## config.mk

```make
export PLATFORM = sky130hd
export DESIGN_NAME = ahb_core_bridge
export DESIGN_NICKNAME = d
export VERILOG_FILES = /design/src/rtl/ahb_core_bridge.sv
export SDC_FILE = /design/constraint.sdc
export NUM_CORES = 1
export LEC_CHECK = 0
export BUFFER_PORTS_ARGS = -buffer_cell sky130_fd_sc_hd__buf_2
export CORE_AREA = 8 8 108 110
export DETAILED_ROUTE_END_ITERATION = 10
export DIE_AREA = 0 0 116 118
export GPL_TIMING_DRIVEN = 0
export PLACE_DENSITY = 0.92
export SLEW_MARGIN = 15
export SYNTH_ARGS = -nofsm -noshare
export SYNTH_HDL_FRONTEND = slang
export SYNTH_SLANG_ARGS = --single-unit
export TNS_END_PERCENT = 50
```

## constraint.sdc

```tcl
create_clock -name HCLK -period 4.4 [get_ports HCLK]
set_clock_uncertainty 0.2 [all_clocks]
set_input_delay 0.44 -clock HCLK [delete_from_list [all_inputs] [get_ports HCLK]]
set_output_delay 0.44 -clock HCLK [all_outputs]
set_load 0.1 [all_outputs]
```

## src/rtl/ahb_core_bridge.sv

```systemverilog
// Core valid/ready load/store port to AHB-Lite master: pipelined address/data
// stages, HREADY stalls, write lane steering, read extraction/extension, local error tokens.
module ahb_core_bridge (
   input  logic        HCLK,
   input  logic        HRESETn,
   input  logic        req_valid,
   output logic        req_ready,
   input  logic        req_write,
   input  logic [31:0] req_addr,
   input  logic [1:0]  req_size,
   input  logic        req_signed,
   input  logic [31:0] req_wdata,
   output logic        rsp_valid,
   output logic        rsp_err,
   output logic [31:0] rsp_rdata,
   output logic [31:0] HADDR,
   output logic [1:0]  HTRANS,
   output logic        HWRITE,
   output logic [2:0]  HSIZE,
   output logic [2:0]  HBURST,
   output logic [31:0] HWDATA,
   input  logic        HREADY,
   input  logic [31:0] HRDATA
);

   function automatic logic [31:0] steer_wdata(input logic [1:0] size, input logic [31:0] wd);
      case (size)
         2'd0:    return {4{wd[7:0]}};
         2'd1:    return {2{wd[15:0]}};
         default: return wd;
      endcase
   endfunction

   function automatic logic [31:0] extend_rdata(input logic [1:0] size, input logic [1:0] lane,
                                                input logic sgn, input logic [31:0] rd);
      logic [7:0]         b;
      logic [15:0]        h;
      logic signed [31:0] ext;
      case (lane)
         2'd0:    b = rd[7:0];
         2'd1:    b = rd[15:8];
         2'd2:    b = rd[23:16];
         default: b = rd[31:24];
      endcase
      h = lane[1] ? rd[31:16] : rd[15:0];
      case (size)
         2'd0:    ext = {{24{sgn & b[7]}}, b};
         2'd1:    ext = {{16{sgn & h[15]}}, h};
         default: ext = rd;
      endcase
      return ext;
   endfunction

   // address stage (_p0)
   logic        r_vld_p0, r_err_p0, r_write_p0, r_signed_p0;
   logic [31:0] r_addr_p0, r_wdata_p0;
   logic [1:0]  r_size_p0;
   // data stage (_p1)
   logic        r_vld_p1, r_err_p1, r_write_p1, r_signed_p1;
   logic [1:0]  r_lane_p1, r_size_p1;
   logic [31:0] r_hwdata_p1;

   logic w_accept, w_bad;

   assign w_accept = req_valid & HREADY;
   assign w_bad    = (req_size == 2'd3) ||
                     (req_size == 2'd1 && req_addr[0]) ||
                     (req_size == 2'd2 && req_addr[1:0] != 2'b00);

   always_ff @(posedge HCLK) begin
      if (!HRESETn) begin
         r_vld_p0    <= 1'b0;
         r_vld_p1    <= 1'b0;
         r_hwdata_p1 <= '0;
      end else if (HREADY) begin
         r_vld_p0 <= req_valid;
         r_vld_p1 <= r_vld_p0;
         if (r_vld_p0 && r_write_p0 && !r_err_p0)
            r_hwdata_p1 <= steer_wdata(r_size_p0, r_wdata_p0);
      end
   end

   // payload registers carry no reset; every use is qualified by the stage valid
   always_ff @(posedge HCLK) begin
      if (w_accept) begin
         r_err_p0    <= w_bad;
         r_write_p0  <= req_write;
         r_addr_p0   <= req_addr;
         r_size_p0   <= req_size;
         r_signed_p0 <= req_signed;
         r_wdata_p0  <= req_wdata;
      end
      if (HREADY) begin
         r_err_p1    <= r_err_p0;
         r_write_p1  <= r_write_p0;
         r_lane_p1   <= r_addr_p0[1:0];
         r_size_p1   <= r_size_p0;
         r_signed_p1 <= r_signed_p0;
      end
   end

   assign req_ready = HREADY;
   assign HTRANS    = (r_vld_p0 && !r_err_p0) ? 2'b10 : 2'b00;
   assign HADDR     = r_vld_p0 ? r_addr_p0 : 32'h0;
   assign HWRITE    = r_vld_p0 & r_write_p0;
   assign HSIZE     = r_vld_p0 ? {1'b0, r_size_p0} : 3'b000;
   assign HBURST    = 3'b000;
   assign HWDATA    = r_hwdata_p1;

   assign rsp_valid = r_vld_p1 & HREADY;
   assign rsp_err   = r_vld_p1 & r_err_p1;
   assign rsp_rdata = (r_vld_p1 && !r_err_p1 && !r_write_p1) ?
                      extend_rdata(r_size_p1, r_lane_p1, r_signed_p1, HRDATA) : 32'h0;

endmodule

```

# --- Word-level counts from Yosys, hierarchy flattened ---
# Cells that the tools add are included.
classes:
  mux: 8
  n_reduce_logical: 17
  eq_ne: 7
  n_bitwise: 6
op_table:
  columns: ["cell", "n"]
  rows:
  - ["one-hot mux 32 bit (2 select lines)", 2]
  - ["2-to-1 mux 32 bit", 2]
  - ["one-hot mux 8 bit (3 select lines)", 1]
  - ["2-to-1 mux 16 bit", 1]
  - ["equality test 2 x 1 -> 1 bit, second input constant", 4]
  - ["logical AND 1 bit", 7]
  - ["AND 1 bit", 6]
  - ["equality test 2 bit, second input constant", 3]
  - ["zero test 2 bit", 3]
  - ["2-to-1 mux 2 bit", 2]
  - ["zero test 1 bit", 3]
  - ["logical OR 1 bit", 2]
  - ["AND reduction 2 bit", 1]
  - ["nonzero test 2 bit", 1]
totals:
  output_inout_bits: 108
  ff_bits: 110
  word_cells: 52
  input_bits: 104

# --- Logic depth before layout (Yosys ltp) ---
logic_depth:
  ltp_word: 5
  mapped_depth: 6
  mapped_depth_nobuf: 4

# --- Worst setup path after synthesis ---
# Ideal clock, no wire load.
synth_path:
  path_kind: "register -> output"
  start: "register r_lane_p1[1]"
  end: "output port rsp_rdata[7]"
  slack_ns: 0.581
  t_arrival_ns: 3.179
  n_path_buf: 2
  t_required_ns: 3.760
  stages_incl_launch_ff: 7
  path_cell_list: "edfxtp_1 > buf_4 > buf_8 > inv_1 > or3_1 > o21ai_0 > a211oi_1"
synth_via:
  elab_chain_cells: 4
  elab_cells_between_ends: 7
  cone_classes: "2 x eq/ne; 4 x mux; 1 x reduce/logical"
synth_lines:
  columns: ["item", "line_no", "rtl"]
  rows:
  - ["start, declared", "60", "logic [1:0] r_lane_p1, r_size_p1;"]
  - ["start signal, assigned", "96", "r_lane_p1 <= r_addr_p0[1:0];"]
  - ["equality test 2 bit (tied with other cells)", "39", "case (lane)"]
  - ["one-hot mux 8 bit (3 select lines)", "39", null]
  - ["one-hot mux 32 bit (2 select lines) (*)", "46", "case (size)"]
  - ["2-to-1 mux 32 bit (*)", "112", "assign rsp_rdata = (r_vld_p1 && !r_err_p1 && !r_write_p1) ?"]
  - ["end, declared", "15", "output logic [31:0] rsp_rdata,"]
# Mark *: on every way between the ends. The rest lies on a longest branch, timed or not.

# --- Worst setup path after layout ---
layout_path:
  start: "register r_lane_p1[1]"
  end: "output port rsp_rdata[6]"
# Same word-level chain as after synthesis.

==> impl_results.md <==
- Outcome: completed
- Nets: 755
- Post-CTS Setup Inserts: 0
- Final hold viol count: 0
- Post-Layout Cell Count: 792
- Seq cells post-synth: 110
- Inserted Diodes: 0
- Final period utilization: 68.0%
- Synthesized area: 4880 um2
- Most frequent cell after synthesis: edfxtp_1
- Area of the multi-input gates: 1710 um2
- GPL Wtd Cong: 0.887
- Die area: 13700 um2
- Worst path cell trace: buf_4, buf_8, inv_1, a21oi_1, o221a_2, buf_2
- Initial antenna violation count: 0
- Top FF cell, synth: edfxtp_1
- Peak Freq: 334 MHz
- Post-synth EDFFs: 76
- Post_cts resized: 0
- Area of the core: 10000 um2
- CP Launch Type: flop
- Cells after Synth: 430
- Max_cap viols: 0
- Ports: 212
- Mean Syn Cell Area: 11.4 um2
- Max Root-Sink Buffers: 2
- Fraction of layout cells with a size suffix above 1: 39.8%
- Drt total wl: 14000 um
- Maximum VDD drop: 298 uV
- TNS Setup: 0 ns
- CTS tree: done
- Clk sink count: 110
- Synth top area share: 46.7%
- Worst-path clk slew: 0.10 ns
- CP required: 3.76 ns
- Pre-antenna DRT Iters: 5
- Largest cells by area after synthesis: edfxtp_1, dfxtp_1, nand2_1
- Worst-skew pair later-pin latency: 0.37 ns
- Initial DRC Count: 351
- Synth cell types: 36
- Leakage Power: 0.00311 uW
- Critical Path End Type: output port
- Setup Viol. Count Final: 0
- Hold buffers post-CTS: 0
- Synth async-reset ratio: 0%
- Synth Warn #: 0
- Arrival time at the worst endpoint: 2.35 ns
- Critical path type: reg2out
- Yosys top cell by area: edfxtp_1
- Dpl cells: 776
- Commonest cells post-synth: edfxtp_1, nand2_1, and2_1
- Port buffer count: 205
- Vias in the first global route: 4149
- RSZ-0062 raised after global routing: false
- Worst hold path class: in2reg
- Layout area overhead: 29.2%
- Pwr dens: 339 nW/um2
- Largest net degree at the start of global routing: 43
- Max-slew headroom: 60.0%
- Worst Max-Slew Pin Slew: 0.600 ns
- Die Span X: 116 um
- Post-DP HPWL: 11200 um
- Post-route ant nets: 0
- Row Count: 37
- Filler instances: 881
- Global Route Usage Sum: 19.8%
- Worst path slowest cell: a21oi_1
- Total congestion overflow: 0
- Fin crit period: 2.99 ns
- Post-DR wirelength/cell: 17.7 um
- Initial core utilization: 48.8%
- Max stage delay on crit path: 0.47 ns
- DRC Markers: 0
- Global-route wire length before repair: 21100 um
- Die height: 118 um
- Cts bufs inserted: 9
- Via density: 5.24
- Htree depth: 3
- Seq/Total Area, Yosys: 60.7%
- Pins Over Slew Limit: 0
- Register area: 2960 um2
- Worst-path fanout max: 10
- Total number of vias: 4154
- CTS root buffer: clkbuf_8
where the power goes:
part / leakage [uW] / total (uW) / switching (uW) / internal [uW]
Sequential: 0.000991 / 1190 / 24.9 / 1160
Combinational: 0.00202 / 371 / 272 / 99.1
Clock: 0.0000967 / 578 / 331 / 247
Total: 0.00311 / 2140 / 627 / 1510
state kept, by name, indices dropped and copies added (netlist names), 2 cells and up:
register and cells:
HWDATA 32, r_addr_p0 32, r_lane_p1 2, r_size_p0 2, r_size_p1 2, r_wdata_p0 32
layout by cell type (no fill, tap or decap), types with 2 or more instances in the layout:
cell / count
and2_1: 38
clkbuf_8: 9
nor2_1: 18
a21boi_0: 7
buf_2: 215
a211oi_1: 3
nor2b_1: 3
buf_4: 8
inv_6: 2
mux2i_1: 19
edfxtp_1: 76
a21oi_1: 18
clkbuf_1: 16
a31oi_1: 7
nand2_1: 74
o211a_1: 16
nand2b_1: 2
nand3_1: 16
conb_1: 5
buf_1: 2
mux2_2: 8
o21ai_0: 26
dfxtp_1: 34
o221a_2: 7
clkinv_4: 2
inv_1: 9
metal layers:
metal	wire [um]	GRT usage (%)	vias up	share of wire (%)
met1	5010	20.4	1920	36
met2	7060	35.0	241	50
li1	-	-	1955	-
met5	0	0	-	0
met4	454	10.1	0	3.2
met3	1520	6.21	38	11
stage by stage:
| step | cell area, um2 | total power, uW | utilization [%] | hold WS [ns] | worst slack (ns) |
|---|---|---|---|---|---|
| global placement | 6090 | 1570 | 60.9 | 0.209 | 0.824 |
| global route | 6310 | 2200 | 63.1 | 0.0112 | 1.24 |
| detailed placement | 6120 | 1580 | 61.2 | 0.220 | 1.71 |
| floorplan | 4900 | 1470 | - | 0.200 | 0.581 |
| finish | 6310 | 2140 | 63.1 | 0.0306 | 1.41 |
| CTS | 6310 | 2150 | 63.1 | 0.0163 | 1.39 |
path summary, 6_finish.rpt:
check / startpoint / end / slack (ns) / cells after the start
setup / recovery: r_lane_p1[1]$_DFFE_PP_ / rsp_rdata[6] / 1.41 / 6
hold / removal: req_wdata[9] / r_wdata_p0[9]$_DFFE_PP_ / 0.03 / 1
setup reg to reg: r_write_p0$_DFFE_PP_ / HWDATA[7]$_SDFFE_PN0P_ / 2.62 / 5
hold reg to reg: r_signed_p0$_DFFE_PP_ / r_signed_p1$_DFFE_PP_ / 0.23 / 0
layout make-up:
type	instances	share of cell area, %
buffer	36	3.11
clock buffer	12	2.48
clock inverter	4	0.555
inverter	9	0.536
multi-input combinational	279	27.1
sequential	110	47.0
tap	136	2.70
timing repair buffer	206	16.6
worst max-delay path, delay by kind of cell (launching register included):
| kind | cells | cell delay, ns |
|---|---|---|
| buffers and inverters | 4 | 0.85 |
| AO/OA/AOI/OAI | 2 | 0.77 |
| flip-flops | 1 | 0.37 |
cell families (layout without fill, tap and decap cells):
family | Yosys count | after routing | share of synthesized area (%)
buffers and inverters | 45 | 267 | 4.71
AOI/OAI and AO/OA | 88 | 88 | 13.1
muxes | 27 | 27 | 5.74
DFF | 110 | 110 | 60.7
and+or+nand+nor | 159 | 159 | 15.7
other | 1 | 5 | 0.0768
No activity file was read; power rests on OpenSTA's default activity.
